**config.mk**
```make
export PLATFORM = sky130hd
export DESIGN_NAME = instr_fetch
export DESIGN_NICKNAME = d
export VERILOG_FILES = /design/src/rtl/fetch_pkg.sv /design/src/rtl/instr_fetch.sv
export SDC_FILE = /design/constraint.sdc
export NUM_CORES = 1
export LEC_CHECK = 0
export BUFFER_PORTS_ARGS = -buffer_cell sky130_fd_sc_hd__buf_2
export CAP_MARGIN = 20
export CORE_MARGIN = 2
export CORE_UTILIZATION = 49
export CTS_CLUSTER_DIAMETER = 200
export CTS_CLUSTER_SIZE = 30
export DETAILED_ROUTE_END_ITERATION = 12
export PLACE_DENSITY = 0.92
export SLEW_MARGIN = 20
export SYNTH_ARGS = -nofsm -noshare
export SYNTH_HDL_FRONTEND = slang
export SYNTH_SLANG_ARGS = --single-unit
```
**constraint.sdc**
```tcl
create_clock -name clk -period 3.8 [get_ports clk]
set_input_delay 0.57 -clock clk [delete_from_list [all_inputs] [get_ports clk]]
set_output_delay 0.57 -clock clk [all_outputs]
set_load 0.05 [all_outputs]
```
**src/rtl/fetch_pkg.sv**
```systemverilog
// Shared types and constants for the instruction fetch stage.
package fetch_pkg;

  typedef enum logic [2:0] {
    IDLE = 3'd0,
    REQ  = 3'd1,
    WAIT = 3'd2,
    HOLD = 3'd3,
    DROP = 3'd4
  } fetch_state_e;

  localparam int          INSTR_BYTES = 4;
  localparam logic [31:0] NOP_INSTR   = 32'h0000_0013;

endpackage

```
**src/rtl/instr_fetch.sv**
```systemverilog
// Instruction fetch: one outstanding imem request, a single-entry output
// register for decode, and redirect/flush handling that steers the PC.
module instr_fetch
  import fetch_pkg::*;
#(
  parameter int                ADDR_W  = 32,
  parameter int                INSTR_W = 32,
  parameter logic [INSTR_W-1:0] NOP    = INSTR_W'(NOP_INSTR)
) (
  input  logic               clk,
  input  logic               reset,
  input  logic [ADDR_W-1:0]  pc,
  output logic [ADDR_W-1:0]  next,
  input  logic               redirect,
  input  logic [ADDR_W-1:0]  redirect_target,
  output logic               imem_req_valid,
  input  logic               imem_req_ready,
  output logic [ADDR_W-1:0]  imem_req_addr,
  input  logic               imem_rsp_valid,
  input  logic [INSTR_W-1:0] imem_rsp_data,
  output logic               if_valid,
  input  logic               if_ready,
  output logic [INSTR_W-1:0] if_instr,
  output logic [ADDR_W-1:0]  if_pc,
  output logic               if_fault
);

  fetch_state_e       state_reg, state_next;
  logic [ADDR_W-1:0]  req_pc_reg, req_pc_next;
  logic               valid_reg, valid_next;
  logic               fault_reg, fault_next;
  logic [INSTR_W-1:0] instr_reg, instr_next;
  logic [ADDR_W-1:0]  ipc_reg, ipc_next;

  logic misaligned;
  logic accept;

  assign misaligned     = (pc[1:0] != 2'b00);
  assign imem_req_valid = (state_reg == REQ) && !misaligned;
  assign imem_req_addr  = pc;
  assign accept         = imem_req_valid && imem_req_ready;

  assign if_valid = valid_reg;
  assign if_fault = fault_reg;
  assign if_instr = instr_reg;
  assign if_pc    = ipc_reg;

  always_comb begin
    state_next  = state_reg;
    req_pc_next = req_pc_reg;
    valid_next  = valid_reg;
    fault_next  = fault_reg;
    instr_next  = instr_reg;
    ipc_next    = ipc_reg;
    next        = pc;

    unique case (state_reg)
      IDLE: state_next = REQ;
      REQ: begin
        if (misaligned) begin
          instr_next = NOP;
          ipc_next   = pc;
          fault_next = 1'b1;
          valid_next = 1'b1;
          state_next = HOLD;
        end else if (accept) begin
          req_pc_next = pc;
          next        = pc + ADDR_W'(INSTR_BYTES);
          state_next  = WAIT;
        end
      end
      WAIT: begin
        if (imem_rsp_valid) begin
          instr_next = imem_rsp_data;
          ipc_next   = req_pc_reg;
          fault_next = 1'b0;
          valid_next = 1'b1;
          state_next = HOLD;
        end
      end
      HOLD: begin
        // A fault entry stays presented after acceptance until a redirect.
        if (valid_reg && if_ready && !fault_reg) begin
          valid_next = 1'b0;
          state_next = REQ;
        end
      end
      DROP: begin
        if (imem_rsp_valid) state_next = REQ;
      end
      default: state_next = IDLE;
    endcase

    // Redirect overrides everything above; DROP only if a request is still in flight.
    if (redirect && state_reg != IDLE) begin
      next       = redirect_target;
      valid_next = 1'b0;
      fault_next = 1'b0;
      if ((state_reg == WAIT && !imem_rsp_valid) ||
          (state_reg == DROP && !imem_rsp_valid) ||
          (state_reg == REQ && accept))
        state_next = DROP;
      else
        state_next = REQ;
    end
  end

  always_ff @(posedge clk or negedge reset) begin
    if (!reset) begin
      state_reg  <= IDLE;
      req_pc_reg <= '0;
      valid_reg  <= 1'b0;
      fault_reg  <= 1'b0;
      instr_reg  <= '0;
      ipc_reg    <= '0;
    end else begin
      state_reg  <= state_next;
      req_pc_reg <= req_pc_next;
      valid_reg  <= valid_next;
      fault_reg  <= fault_next;
      instr_reg  <= instr_next;
      ipc_reg    <= ipc_next;
    end
  end

endmodule
```
==> flow_summary_export.csv <==
group,metric,value,unit
job,cap_violations,0,
route,drt-total-wl,14600,um
timing,fin_crit,3630,ps
worst_setup_path,crit_chain,"or4b_4 -> or4_4 -> or4b_1 -> a31oi_1 -> buf_2",
route,ant_nets,0,
worst_setup_path,r2r_cells,5,
route,drt-initial-drc-count,341,
run_status,status,"finished, final reports clean",
clocking,cts_num_sinks,101,
timing,skew,6.76,ps
timing,hold_viol,0,
worst_setup_path,worst-path-stages,5,
grt,grt_antenna_before_repair,0,
clocking,cts_inserted_buffers,9,
logic_synthesis,avgSynthCellArea,10.2,um^2
die,initial_core_util,0.502,
timing,slew_violations,0,
grt,grt_start_max_net_pins,80,
placed_design,pre_cts_slack,196,ps
timing,finalHoldWorstSlack,260,ps
finish,fin_cells,903,
worst_setup_path,cp_num_buf_inv,1,
clocking,cts_setup_buffers,0,
worst_setup_path,timing.rr.end,"if_pc[26]$_DFFE_PN0P_",
logic_synthesis,synth_cell_types,43,
worst_setup_path,critPathMaxFanout,20,
timing,maxSlewHeadroom,0.382,
timing,setup_viol,0,
placed_design,post-dp-hpwl,10600,um
route,dr_total_vias,4950,
clocking,insertion_delay,340,ps
worst_setup_path,r2r-start,"state_reg[1]$_DFFE_PN0P_",
worst_setup_path,critPathArrivalTime,3060,ps
die,io_pins,233,
grt,grt_pass1_wl,23500,um
worst_setup_path,worstSetupPathType,"reg -> out",
timing,worst_pin_slew,928,ps
timing,rsz0062_at_grt,"false",
worst_setup_path,worst_path_max_delay_cell,"or4_4",
clocking,clk_pin_slew_worst_paths,70,ps
worst_setup_path,cp-endpoint,"next[28]",
logic_synthesis,syn-num-nets,670,
min_path,hold_path_class,"in -> async",
clocking,cts_tree,"done",
grt,overflow,0,
power,ir_drop,0.288,mV
placed_design,io_buffers,232,
die,die_h,112,um
route,wl_per_cell,16.2,um
finish,antenna_cells,0,
logic_synthesis,ys_seq_elements,101,
power,p_leak,3.35,nW
worst_setup_path,required,3230,ps
power,p_per_area,546,nW/um^2
finish,syn_to_final_growth,24.4,%
timing,fmax,0.275,GHz
route,dr.pass1.iters,4,
placed_design,dp.cells,888,
finish,final_cell_mix,"buf_2 (230), dfrtp_1 (101), mux2_2 (95)",
finish,layout_commonest_cell,"buf_2",
worst_setup_path,start_kind,"flip-flop",
die,die_w,112,um
worst_setup_path,r2r_slack,1200,ps
logic_synthesis,ys_seq_area_frac,0.439,
route,drc,0,
clocking,cts_root_buf,"clkbuf_16",
worst_setup_path,critPathLaunch,"state_reg[1]$_DFFE_PN0P_",
logic_synthesis,synthCells,567,
worst_setup_path,end_kind,"primary output",
timing,fin_crit_sh,0.956,
timing,fin_tns_setup,0,ps
timing,worst_slack,166,ps
clocking,cts_buffer_depth,2,
worst_setup_path,cp_top_family,"simple AND/OR/NAND/NOR gates",
route,drt-vias-per-instance,5.48,
grt,grt_pass1_vias,4700,
die,die_area,12600,um^2
logic_synthesis,synth_area,5760,um^2
die,core,11500,um^2
worst_setup_path,cpPeakStageDelay,660,ps
placed_design,gp_congestion,0.872,
finish,final_nets,859,
clocking,htree_levels,3,
logic_synthesis,yosys_warnings,0,
clocking,hold_buffers,0,
grt,grt_use_total,0.232,
finish,drive_above_1_share,0.478,
die,placementRows,39,
## report_power, final
part / total [W] / internal, W / leakage, nW / switching [W]
clock network: 0.000988 / 0.000582 / 0.157 / 0.000406
logic: 0.00149 / 0.000460 / 1.94 / 0.00103
registers: 0.00143 / 0.00131 / 1.25 / 0.000120
total: 0.00391 / 0.00235 / 3.35 / 0.00156
## what timing repair did
action	in CTS	in global routing
resized for setup	0	1
endpoints found under the hold margin	0	0
endpoints found under the setup margin	0	2
## how the worst min path moves through the flow
| stage | start | endpoint | cells after the start |
|---|---|---|---|
| 2_1_floorplan | reset | if_fault$_DFFE_PN0P_ | 0 |
| 3_3_place_gp | req_pc_reg[5]$_DFFE_PN0P_ | req_pc_reg[5]$_DFFE_PN0P_ | 2 |
| 3_5_place_dp | req_pc_reg[5]$_DFFE_PN0P_ | req_pc_reg[5]$_DFFE_PN0P_ | 2 |
| 4_1_cts | reset | if_instr[17]$_DFFE_PN0P_ | 1 |
| 5_1_grt | reset | if_instr[14]$_DFFE_PN0P_ | 1 |
| 6_report | reset | if_instr[17]$_DFFE_PN0P_ | 1 |
## per-layer routing
layer,track usage,wire length (um),up-vias
met2,0.397,7240,199
met5,0,0,-
met4,0.0610,174,0
met3,0.0545,948,17
li1,-,-,2366
met1,0.299,6230,2368
## Yosys cell counts, drive strengths merged
| cell type | count | area, um^2 |
|---|---|---|
| clkinv | 1 | 3.75 |
| o41ai | 2 | 17.5 |
| clkbuf | 26 | 97.6 |
| nand3 | 14 | 70.1 |
| and4 | 1 | 8.76 |
| nand2 | 56 | 210 |
| mux2 | 95 | 1070 |
| xor2 | 2 | 17.5 |
| nand3b | 1 | 7.51 |
| o31ai | 10 | 75.1 |
| or3 | 14 | 87.6 |
| buf | 41 | 308 |
| mux2i | 30 | 300 |
| nor2b | 1 | 6.26 |
| or4 | 15 | 120 |
| nand2b | 4 | 25.0 |
| o211ai | 2 | 15.0 |
| a31oi | 25 | 156 |
| nand4 | 8 | 50.1 |
| and3 | 5 | 31.3 |
| o32ai | 1 | 8.76 |
| inv | 34 | 128 |
| a211oi | 1 | 7.51 |
| dfrtp | 101 | 2530 |
| nor2 | 28 | 105 |
| o311ai | 1 | 8.76 |
| o21a | 3 | 22.5 |
| nor4b | 1 | 8.76 |
| xnor2 | 2 | 17.5 |
| or4b | 4 | 43.8 |
| and2 | 2 | 12.5 |
| nor3 | 5 | 25.0 |
| nand4b | 1 | 8.76 |
| nor4 | 1 | 6.26 |
| o21ai | 23 | 115 |
| a21oi | 5 | 25.0 |
| ha | 1 | 12.5 |
## through the flow
stage	power, W	cell area (um^2)	utilization
2_1_floorplan	0.00256	5760	-
3_5_place_dp	0.00295	6840	0.596
4_1_cts	0.00395	7160	0.624
6_report	0.00391	7170	0.625
3_3_place_gp	0.00291	6840	0.596
5_1_grt	0.00409	7170	0.625
## final cells by class
cell class	instances	area, um^2
fillers	939	4300
multi-input cells	364	2730
flip-flops and latches	101	2530
repair buffers	245	1280
clock buffers	9	225
well taps	143	179
inverters	35	131
clock inverters	6	95.1
## cells by family after synthesis
kind of cell | after synthesis | share of synthesized area
buf+inv | 102 | 0.0932
compound gates | 73 | 0.0784
simple gates | 161 | 0.144
xor+xnor | 4 | 0.00608
fa+ha+maj | 1 | 0.00217
flops | 101 | 0.439
mux | 125 | 0.238
Note: power is estimated with default switching activity, not from simulation.
